File: config.mk
export PLATFORM = sky130hd
export DESIGN_NAME = mdio_phy_slv
export DESIGN_NICKNAME = d
export VERILOG_FILES = /design/src/rtl/mdio_phy_slv_pkg.sv /design/src/rtl/mdio_phy_regfile.sv /design/src/rtl/mdio_phy_slv.sv
export SDC_FILE = /design/constraint.sdc
export NUM_CORES = 1
export LEC_CHECK = 0
export CAP_MARGIN = 0
export CORE_AREA = 2 2 240 219
export CTS_BUF_LIST = sky130_fd_sc_hd__clkbuf_8
export CTS_CLUSTER_DIAMETER = 60
export CTS_CLUSTER_SIZE = 24
export DETAILED_ROUTE_END_ITERATION = 16
export DIE_AREA = 0 0 242 221
export PLACE_DENSITY = 0.68
export SYNTH_ARGS = -nofsm -noshare
export SYNTH_HDL_FRONTEND = slang
export SYNTH_SLANG_ARGS = --single-unit
File: constraint.sdc
create_clock -name CLK -period 2.68 [get_ports CLK]
set_clock_uncertainty 0.15 [all_clocks]
set_input_delay 0.268 -clock CLK [delete_from_list [all_inputs] [get_ports CLK]]
set_output_delay 0.268 -clock CLK [all_outputs]
set_load 0.005 [all_outputs]
File: src/rtl/mdio_phy_slv_pkg.sv
// Shared MDIO clause-22 definitions: FSM states, frame codes, field lengths.
// Latency: n/a (definitions only).
// Backpressure: n/a.
package mdio_phy_slv_pkg;

   typedef enum logic [2:0] {
      S_IDLE,
      S_ST,
      S_OP,
      S_PHYAD,
      S_REGAD,
      S_TA,
      S_DATA
   } state_t;

   localparam logic [1:0] ST_CODE = 2'b01;
   localparam logic [1:0] OP_RD   = 2'b10;
   localparam logic [1:0] OP_WR   = 2'b01;

   localparam logic [4:0] ST_LEN   = 5'd2;
   localparam logic [4:0] OP_LEN   = 5'd2;
   localparam logic [4:0] ADDR_LEN = 5'd5;
   localparam logic [4:0] TA_LEN   = 5'd2;
   localparam logic [4:0] DATA_LEN = 5'd16;

   // Bit-counter value at which the current field's last bit is sampled.
   function automatic logic [4:0] field_last(input state_t s);
      case (s)
         S_ST:    field_last = ST_LEN - 5'd2;   // first ST bit is consumed in IDLE
         S_OP:    field_last = OP_LEN - 5'd1;
         S_PHYAD: field_last = ADDR_LEN - 5'd1;
         S_REGAD: field_last = ADDR_LEN - 5'd1;
         S_TA:    field_last = TA_LEN - 5'd1;
         S_DATA:  field_last = DATA_LEN - 5'd1;
         default: field_last = 5'd0;
      endcase
   endfunction

endpackage

File: src/rtl/mdio_phy_regfile.sv
// PHY register file, 32x16: regs 1..3 fixed read-only, reg0 bit15 soft reset.
// Latency: write lands on the we edge; read is combinational from raddr.
// Backpressure: none, a write is always accepted.
// Ports: CLK/RSTn clock and async reset; we/waddr/wdata write port; raddr/rdata read port.
module mdio_phy_regfile
   import mdio_phy_slv_pkg::*;
#(
   parameter logic [15:0] PHY_STATUS = 16'h796D,
   parameter logic [15:0] PHY_ID1    = 16'h0022,
   parameter logic [15:0] PHY_ID2    = 16'h1622
) (
   input  logic        CLK,
   input  logic        RSTn,
   input  logic        we,
   input  logic [4:0]  waddr,
   input  logic [15:0] wdata,
   input  logic [4:0]  raddr,
   output logic [15:0] rdata
);

   logic [15:0] mem_q [32];
   logic [15:0] mem_d [32];
   logic        wr_ro;

   // Regs 1..3 are constants; writes to them are dropped here.
   assign wr_ro = (waddr == 5'd1) || (waddr == 5'd2) || (waddr == 5'd3);

   always_comb begin
      for (int i = 0; i < 32; i++) mem_d[i] = mem_q[i];
      if (we && !wr_ro) begin
         if (waddr == 5'd0 && wdata[15]) begin
            // Soft reset clears every writable reg, then reg0 keeps the written
            // value with its self-clearing bit already dropped.
            for (int i = 0; i < 32; i++) mem_d[i] = 16'h0000;
            mem_d[0] = {1'b0, wdata[14:0]};
         end else begin
            mem_d[waddr] = wdata;
         end
      end
   end

   always_ff @(posedge CLK or negedge RSTn) begin
      if (!RSTn) begin
         for (int i = 0; i < 32; i++) mem_q[i] <= 16'h0000;
      end else begin
         for (int i = 0; i < 32; i++) mem_q[i] <= mem_d[i];
      end
   end

   always_comb begin
      case (raddr)
         5'd1:    rdata = PHY_STATUS;
         5'd2:    rdata = PHY_ID1;
         5'd3:    rdata = PHY_ID2;
         default: rdata = mem_q[raddr];
      endcase
   end

endmodule

File: src/rtl/mdio_phy_slv.sv
// Clause-22 MDIO PHY responder: decodes MAC frames, owns the PHY regfile, drives read data on MDI.
// Latency: MDI updates 1 CLK after an MDC rise is seen; wr_pulse fires 1 CLK after the last data rise.
// Backpressure: none; the MAC paces everything through MDC, which is sampled in the CLK domain.
// Ports: CLK/RSTn; MDC/MDO/MDOEN from the MAC; MDI back to the MAC (1 when released);
//        wr_pulse/wr_regad/wr_data report committed writes; frame_err is sticky until reset.
module mdio_phy_slv
   import mdio_phy_slv_pkg::*;
#(
   parameter logic [4:0]  PHY_ADDR     = 5'd1,
   parameter int          PREAMBLE_LEN = 32,
   parameter logic [15:0] PHY_STATUS   = 16'h796D,
   parameter logic [15:0] PHY_ID1      = 16'h0022,
   parameter logic [15:0] PHY_ID2      = 16'h1622
) (
   input  logic        CLK,
   input  logic        RSTn,
   input  logic        MDC,
   input  logic        MDO,
   input  logic        MDOEN,
   output logic        MDI,
   output logic        wr_pulse,
   output logic [4:0]  wr_regad,
   output logic [15:0] wr_data,
   output logic        frame_err
);

   localparam int            PW      = $clog2(PREAMBLE_LEN + 1);
   localparam logic [PW-1:0] PRE_MAX = PW'(PREAMBLE_LEN);

   state_t        state_q, state_d;
   logic [4:0]    cnt_q, cnt_d;
   logic [PW-1:0] pre_cnt_q, pre_cnt_d;
   logic [14:0]   sr_q, sr_d;
   logic          is_rd_q, is_rd_d;
   logic          match_q, match_d;
   logic [4:0]    regad_q, regad_d;
   logic          drv_q, drv_d;
   logic          mdi_q, mdi_d;
   logic          mdc_q;
   logic          wr_pulse_q, wr_pulse_d;
   logic [4:0]    wr_regad_q, wr_regad_d;
   logic [15:0]   wr_data_q, wr_data_d;
   logic          frame_err_q, frame_err_d;

   logic          rise, line, last;
   logic          rf_we;
   logic [15:0]   rf_wdata, rf_rdata;
   logic [3:0]    bit_idx;

   assign rise    = MDC & ~mdc_q;
   // Resolved bus value: MAC wins when enabled, otherwise our driver or the pull-up.
   assign line    = MDOEN ? MDO : (drv_q ? mdi_q : 1'b1);
   assign last    = (cnt_q == field_last(state_q));
   // During DATA, the rise at count k loads the bit the MAC samples next (k+1 from MSB).
   assign bit_idx = 4'd14 - cnt_q[3:0];

   always_comb begin
      state_d     = state_q;
      cnt_d       = cnt_q;
      pre_cnt_d   = pre_cnt_q;
      sr_d        = sr_q;
      is_rd_d     = is_rd_q;
      match_d     = match_q;
      regad_d     = regad_q;
      drv_d       = drv_q;
      mdi_d       = mdi_q;
      wr_pulse_d  = 1'b0;
      wr_regad_d  = wr_regad_q;
      wr_data_d   = wr_data_q;
      frame_err_d = frame_err_q;
      rf_we       = 1'b0;
      rf_wdata    = {sr_q, line};

      if (rise) begin
         if (MDOEN && drv_q) frame_err_d = 1'b1;   // bus contention; we keep driving
         sr_d  = {sr_q[13:0], line};
         cnt_d = last ? 5'd0 : cnt_q + 5'd1;

         case (state_q)
            S_IDLE: begin
               cnt_d = 5'd0;
               if (line) begin
                  if (pre_cnt_q != PRE_MAX) pre_cnt_d = pre_cnt_q + PW'(1);
               end else if (pre_cnt_q == PRE_MAX && line == ST_CODE[1]) begin
                  state_d   = S_ST;
                  pre_cnt_d = '0;
               end else begin
                  pre_cnt_d = '0;
               end
            end
            S_ST: begin
               if (line == ST_CODE[0]) begin
                  state_d = S_OP;
               end else begin
                  frame_err_d = 1'b1;
                  state_d     = S_IDLE;
               end
            end
            S_OP: begin
               if (last) begin
                  if ({sr_q[0], line} == OP_RD) begin
                     is_rd_d = 1'b1;
                     state_d = S_PHYAD;
                  end else if ({sr_q[0], line} == OP_WR) begin
                     is_rd_d = 1'b0;
                     state_d = S_PHYAD;
                  end else begin
                     frame_err_d = 1'b1;
                     state_d     = S_IDLE;
                  end
               end
            end
            S_PHYAD: begin
               if (last) begin
                  match_d = ({sr_q[3:0], line} == PHY_ADDR);
                  state_d = S_REGAD;
               end
            end
            S_REGAD: begin
               if (last) begin
                  regad_d = {sr_q[3:0], line};
                  state_d = S_TA;
                  if (is_rd_q && match_q) begin
                     drv_d = 1'b1;
                     mdi_d = 1'b1;   // first TA bit: line still reads high
                  end
               end
            end
            S_TA: begin
               if (drv_q) mdi_d = last ? rf_rdata[15] : 1'b0;
               if (last) state_d = S_DATA;
            end
            S_DATA: begin
               if (last) begin
                  state_d = S_IDLE;
                  drv_d   = 1'b0;
                  mdi_d   = 1'b1;
                  if (!is_rd_q && match_q) begin
                     rf_we      = 1'b1;
                     wr_pulse_d = 1'b1;
                     wr_regad_d = regad_q;
                     wr_data_d  = {sr_q, line};
                  end
               end else if (drv_q) begin
                  mdi_d = rf_rdata[bit_idx];
               end
            end
            default: state_d = S_IDLE;
         endcase
      end
   end

   always_ff @(posedge CLK or negedge RSTn) begin
      if (!RSTn) begin
         state_q     <= S_IDLE;
         cnt_q       <= 5'd0;
         pre_cnt_q   <= '0;
         sr_q        <= '0;
         is_rd_q     <= 1'b0;
         match_q     <= 1'b0;
         regad_q     <= 5'd0;
         drv_q       <= 1'b0;
         mdi_q       <= 1'b1;
         mdc_q       <= 1'b0;
         wr_pulse_q  <= 1'b0;
         wr_regad_q  <= 5'd0;
         wr_data_q   <= 16'h0000;
         frame_err_q <= 1'b0;
      end else begin
         state_q     <= state_d;
         cnt_q       <= cnt_d;
         pre_cnt_q   <= pre_cnt_d;
         sr_q        <= sr_d;
         is_rd_q     <= is_rd_d;
         match_q     <= match_d;
         regad_q     <= regad_d;
         drv_q       <= drv_d;
         mdi_q       <= mdi_d;
         mdc_q       <= MDC;
         wr_pulse_q  <= wr_pulse_d;
         wr_regad_q  <= wr_regad_d;
         wr_data_q   <= wr_data_d;
         frame_err_q <= frame_err_d;
      end
   end

   mdio_phy_regfile #(
      .PHY_STATUS (PHY_STATUS),
      .PHY_ID1    (PHY_ID1),
      .PHY_ID2    (PHY_ID2)
   ) u_regfile (
      .CLK   (CLK),
      .RSTn  (RSTn),
      .we    (rf_we),
      .waddr (regad_q),
      .wdata (rf_wdata),
      .raddr (regad_q),
      .rdata (rf_rdata)
   );

   assign MDI       = mdi_q;
   assign wr_pulse  = wr_pulse_q;
   assign wr_regad  = wr_regad_q;
   assign wr_data   = wr_data_q;
   assign frame_err = frame_err_q;

endmodule

==> results of run 1 <==
[through the flow]
step                power, mW  hold WS (ns)
floorplan                9.13        -0.178
global placement         9.85         0.121
detailed placement       9.88         0.128
CTS                      15.0         0.241
global route             15.4         0.289
finish                   15.0         0.274
[logic make-up after synthesis]
family                     count (synthesis)
buffers and inverters                    236
adders and majority gates                  5
AOI/OAI and AO/OA                        681
DFF                                      557
and+or+nand+nor                          361
xor gates and xnor gates                   7
muxes                                    241
[layout make-up]
type	instances	area [µm²]	area share
flip-flops and latches	557	13900	0.444
multi-input cells	1297	10900	0.346
repair buffers	454	4640	0.148
well taps	688	861	0.0274
clock buffers	44	606	0.0193
clock inverters	32	363	0.0116
inverters	25	106	0.00339
[worst reg2reg max path, cell delays in order, from the launching register on]
cell	delay, ns
dfrtp_4	0.56
buf_6	0.15
buf_12	0.14
buf_12	0.15
mux2i_2	0.19
o22ai_2	0.11
or4_4	0.46
or4_4	0.43
a21oi_2	0.12
nand2_1	0.09
a311oi_2	0.28
nor3_1	0.07
[flip-flops by register name (all words and copies together) (netlist names), 3 cells and up]
name and flops:
wr_data 16, pre_cnt_q 6, wr_regad 5, state_q 3
u_regfile.mem_q 495, sr_q 15, regad_q 5, cnt_q 5
[cell usage after synthesis, types with 25 or more instances]
cell type / number / share of area
a22o_1: 441 / 0.15
dfrtp_1: 556 / 0.55
mux2i_1: 192 / 0.076
buf_2: 73 / 0.014
nand2_1: 130 / 0.019
o21ai_0: 54 / 0.011
nor2_1: 56 / 0.0083
mux2_2: 25 / 0.011
clkbuf_1: 111 / 0.016
o22ai_1: 89 / 0.022
and2_1: 31 / 0.0077
[routing by layer]
metal  track usage  vias to the layer above
li1              -                     8489
met1         0.508                    10754
met2         0.529                     1156
met3        0.0816                      208
met4         0.127                        4
met5             0                        -
[cell usage in the layout, fill, tap and decap left out, drive strengths merged, types with 8 or more instances in the layout]
cell	n
a22o	441
clkinv	14
and2	31
and3	11
clkbuf	47
nor4	20
inv	40
mux2	25
buf	420
mux4	24
o21ai	85
nor2b	8
o22ai	89
nand3	11
mux2i	192
nor2	56
dfrtp	556
nor3	42
nand2	132
a21oi	21
nand2b	10
clkdlybuf4s50	27
[power breakdown]
group | switching, mW | internal (mW) | total, mW | leakage, nW
combinational | 0.963 | 0.200 | 1.16 | 7.36
sequential | 0.126 | 8.46 | 8.59 | 7.75
clock | 3.31 | 1.93 | 5.24 | 0.504
total | 4.40 | 10.6 | 15.0 | 15.6
[worst paths after layout]
| path | depth (start not counted) | startpoint | slack, ns | to |
|---|---|---|---|---|
| worst max-delay path | 11 | regad_q[1] | -0.29 | MDI |
| worst min-delay path | 5 | MDOEN | 0.27 | frame_err |
| worst max register to register | 11 | regad_q[1] | -0.29 | MDI |
| worst min register to register | 2 | wr_data[11] | 0.34 | wr_data[11] |
| max in group asynchronous | 4 | RSTn | 1.08 | u_regfile.mem_q[370] |
| min in group asynchronous | 3 | RSTn | 0.48 | u_regfile.mem_q[417] |
[repair_timing]
item	CTS	global route
cloned	6	8
hold buffers	4	0
buffers inserted	34	7
resized for setup	120	59
setup endpoints to repair	494	515
pin swaps	31	18
hold endpoints to repair	556	0
==> results.md, run 1 <==
* Placed Cells at 2968
* Layout cells sized above 1 at 0.278
* Slowest CP cell: dfrtp_4
* Final Cycle Share at 1.11
* Seq/Total Area, Yosys at 0.552
* Top sig layer: met5
* Gpl congestion at 0.995
* Final Worst Setup Slack at -0.286 ns
* PwrDens at 478 mW/mm²
* Fin cells at 3097
* WL met2 at 42300 µm
* Pre-CTS setup slack at -0.514 ns
* Inserted Clock Buffers at 42
* Post-Syn Nets at 2098
* CTS root buf: clkbuf_8
* # fillers at 4054
* Area Overhead vs Synth at 24.2%
* Clock-pin slew on the worst setup and hold paths at 0.11 ns
* ANT nets after route at 0
* Largest net degree at the start of global routing at 92
* CP required at 3.14 ns
* Vias per cell at 6.66
* Crit path time final at 2.97 ns
* CTS sink count at 557
* IO Pins at 29
* DRC violations left at 0
* Buffer depth of the longest clock path at 3
* Die Y at 221 µm
* Total Routing Usage GR at 0.354
* Syn Inst Count at 2088
* Most used DFF post-synth: dfrtp_1
* Xor/xnor cell area share of the yosys netlist at 0.00243
* Slew Limit Headroom at 0.355
* Ys async rst share at 1.00
* Crit Path Max Fanout at 9
* Row count at 79
* Largest family of logic cells by synthesized area: compound AO/OA/AOI/OAI gates
* Critical Path Max Stage Delay at 0.56 ns
* Syn Area/Cell at 12.1 µm²
* Crit path cell chain: buf_6 -> buf_12 -> buf_12 -> mux2i_2 -> o22ai_2 -> or4_4 -> or4_4 -> a21oi_2 -> nand2_1 -> a311oi_2 -> nor3_1
* Final instance area at 0.0314 mm²
* Achievable Freq at 337 MHz
* Hold crit path type: in2reg
* Post-Synth Simple-Gate Area at 0.0788
* MaxCap Viol Count at 0
* Global route overflow at 0
* Number of flops mapped to enable cells by yosys at 0
* Worst slew pin tran at 0.968 ns
* Diode count at 0
* Mapped Area at 0.0253 mm²
* Yosys cell types at 67
* DP HPWL at 63800 µm
* Met1 wire length at 40100 µm
* Latest clock arrival within the worst-skew pair at 0.70 ns
* Area after DPL at 0.0290 mm²
* Max-slew violations at 0
* WL final at 95700 µm
* Worst Path Arrival at 3.43 ns
* Compound-cell area share of the yosys netlist at 0.213
* Die area at 0.0535 mm²
* Met3 WL at 9350 µm
* Violated checks: setup timing
* Die X at 242 µm
* VDD IR max at 0.464 mV
* Initial antenna violation count at 3
* # nets final at 2387
* CP endpoint kind: flop
* Crit-path leading delay family: simple AND/OR/NAND/NOR gates
* Leak at 15.6 nW
* Initial Util at 0.495
* Via Count at 20.6k
* Critical path buffers and inverters at 3
* Status: finished with violations
* Setup Crit Path Kind: reg2reg
* Setup_tns at -49.23 ns
* Mux cell area share after synthesis at 0.109
* First-pass GRT wire length at 140000 µm
* Wire per inst at 30.9 µm
* Initial DRC Count at 2522
* Core area at 0.0510 mm²
* CTS tree: yes
* Synth Warn # at 0
* Final Hold Fails at 0
* Startpoint Class: flop
* # port buffers at 28
* Post-layout util at 0.615
* Setup violators final at 486
* FF+latch count, synth at 557
* H-tree Lvls at 2
* Vias in the first global route at 20.3k
* RSZ-0062 raised after global routing: true
* Adder-cell share of the synthesized area at 0.00248
* DRT Pass-1 Iters at 6
No activity file was read; power rests on OpenSTA's default activity.
==> run 2: changes to the inputs <==
- DONT_BUFFER_PORTS: not set -> 1
- PLACE_DENSITY: 0.68 -> 0.78
==> run 2 against run 1 <==
Effect of this change: the flow finishes with violations (hold timing, slew limit, setup timing); clock power is 4% lower; core utilization is 1.0 points higher; routed wire length is 0.77% higher; sequential share of layout area is 0.74 points lower; register-to-register slack worse by 0.04 ns; total power is 2.6% lower; worst setup slack worse by 0.035 ns; combinational power is 18% lower; hold slack worse by 1.1 ns; critical endpoint unchanged.
==> results.md, run 2 (same netlist as run 1, synthesis figures left out) <==
* Status: finished with violations
* Violated checks: hold timing, slew limit, setup timing
* Area Overhead vs Synth at 26.3%
* Highest-count cells in the layout ignoring fill and taps: dfrtp_1 (553), a22o_1 (440), buf_4 (304)
* DRC violations left at 0 (unchanged)
* R2R Setup Slk at -0.32 ns (-0.04 ns)
* DP HPWL at 61200 µm (-4.0%)
* Die Y at 221 µm (unchanged)
* Slowest CP cell: or4b_4
* Post-layout util at 0.626 (+0.0105)
* Core area at 0.0510 mm² (unchanged)
* H-tree Lvls at 2 (unchanged)
* Worst Path Arrival at 3.43 ns (about the same)
* Layout cells sized above 1 at 0.303 (+0.0248)
* WL final at 96400 µm (+0.77%)
* # fillers at 3796 (-6.4%)
* Most common cell after layout, fill and taps aside: dfrtp_1
* Wire per inst at 31.2 µm (+0.93%)
* Largest register by flop count: u_regfile.mem_q
* Hold slack final at -0.841 ns (-1.11 ns)
* Buffer depth of the longest clock path at 3 (unchanged)
* RR Startpoint: regad_q[0]
* ANT nets after route at 0 (unchanged)
* DRT Pass-1 Iters at 5 (-1)
* Vias per cell at 6.83 (+2.6%)
* Tot Pwr at 14.6 mW (-2.6%)
* Initial DRC Count at 3083 (+22%)
* VDD IR max at 0.423 mV (-8.9%)
* Global route overflow at 0 (unchanged)
* Die area at 0.0535 mm² (unchanged)
* Hold crit path type: in2async
* Largest register FFs at 495 (unchanged)
* Crit Path Max Fanout at 7 (-2)
* Worst r2r dst: MDI
* Final Hold Fails at 556 (+556)
* Pre-CTS setup slack at -0.535 ns (-0.0211 ns)
* Placed Cells at 2917 (-1.7%)
* Total Routing Usage GR at 0.349 (-0.00508)
* MaxCap Viol Count at 0 (unchanged)
* CP startpoint: regad_q[0]
* CTS root buf: clkbuf_8
* Slew Limit Headroom at -0.575 (-0.929)
* Achievable Freq at 333 MHz (-1.2%)
* Final Worst Setup Slack at -0.321 ns (-0.0354 ns)
* CTS sink count at 557 (unchanged)
* CP required at 3.11 ns (-0.03 ns)
* CTS tree: yes
* Initial antenna violation count at 4 (+1)
* Startpoint Class: flop
* Final Cycle Share at 1.12 (+0.0132)
* Crit path time final at 3.00 ns (+0.0354 ns)
* Max-slew violations at 319 (+319)
* Leak at 15.8 nW (+1.4%)
* Levels on crit path at 11 (unchanged)
* Worst Setup EP: MDI
* Largest net degree at the start of global routing at 558 (+510%)
* Setup violators final at 486 (unchanged)
* IO Pins at 29 (unchanged)
* # nets final at 2386 (-0.042%)
* # port buffers at 0 (-100%)
* Inserted Clock Buffers at 38 (-9.5%)
* Crit path cell chain: buf_2 -> or4b_4 -> buf_4 -> o22ai_1 -> nor4_1 -> buf_4 -> nand3_1 -> nand3_1 -> nand2_1 -> a311oi_2 -> nor3_1
* PwrDens at 458 mW/mm² (-4.2%)
* Latest clock arrival within the worst-skew pair at 0.70 ns (about the same)
* Row count at 79 (unchanged)
* Crit-path leading delay family: simple AND/OR/NAND/NOR gates
* First-pass GRT wire length at 139000 µm (-0.70%)
* Clock-pin slew on the worst setup and hold paths at 0.12 ns (about the same)
* CP endpoint kind: flop
* RSZ-0062 raised after global routing: true
* Setup_tns at -73.19 ns (-23.96 ns)
* Vias in the first global route at 20.6k (+1.2%)
* Die X at 242 µm (unchanged)
* Initial Util at 0.495 (unchanged)
* Post-cts hold buffer count at 2 (-2)
* Worst R2R Path Depth at 11 (unchanged)
* Via Count at 21.1k (+2.4%)
* Fin cells at 3092 (-0.16%)
* Critical path buffers and inverters at 3 (unchanged)
* Setup Crit Path Kind: reg2reg
* Gpl congestion at 0.977 (-1.7%)
* Worst slew pin tran at 2.36 ns (+1.39 ns)
* Critical Path Max Stage Delay at 0.54 ns (-0.02 ns)
-- run 2: cell types whose count changed in the layout (fill, tap and decap cells not counted), moves of 16 or more --
| cell | change |
|---|---|
| and2_1 | -20 |
| and2_4 | +20 |
| clkdlybuf4s50_1 | -27 |
| mux2_2 | -16 |
| mux2_4 | +16 |
-- run 2: routing by layer --
metal | GRT usage | wire length [µm]
met1 | 0.496 | 38000
met2 | 0.510 | 42000
met3 | 0.0930 | 11800
met4 | 0.141 | 4580
met5 | 0 | 19
-- run 2: per-stage QoR --
stage | hold WS [ns] | area (µm²)
finish | -0.841 | 31900
global route | -0.883 | 31900
CTS | -0.886 | 30700
detailed placement | -0.157 | 28400
global placement | -0.143 | 28400
floorplan | -0.178 | 25300
-- run 2: worst min-delay path by stage --
| stage | to | from | slack, ns |
|---|---|---|---|
| after floorplan | cnt_q[0] | RSTn | -0.18 |
| after global placement | u_regfile.mem_q[408] | RSTn | -0.14 |
| after detailed placement | u_regfile.mem_q[408] | RSTn | -0.16 |
| after CTS | u_regfile.mem_q[154] | RSTn | -0.89 |
| after global routing | u_regfile.mem_q[489] | RSTn | -0.88 |
| final | u_regfile.mem_q[452] | RSTn | -0.84 |
-- run 2: what timing repair did --
action                                  in CTS  in global routing
buffers inserted                            60                 21
pin swaps                                   38                112
hold endpoints to repair                   578                557
endpoints found under the setup margin     490                503
resized for setup                          116                175
cloned                                      12                 18
-- run 2: report_power, final --
group	total, mW	switching, mW	internal, mW
Clock	5.05	3.24	1.82
Combinational	0.956	0.777	0.179
Sequential	8.59	0.126	8.47
-- run 2: area by class of cell --
| type | instances | area [µm²] | share of cell area |
|---|---|---|---|
| flip-flops and latches | 557 | 13900 | 0.437 |
| multi-input cells | 1298 | 11200 | 0.350 |
| repair buffers | 456 | 4930 | 0.154 |
| well taps | 688 | 861 | 0.0270 |
| clock buffers | 40 | 551 | 0.0172 |
| clock inverters | 27 | 352 | 0.0110 |
| inverters | 25 | 101 | 0.00317 |
| diodes | 1 | 2.50 | 0.0000784 |
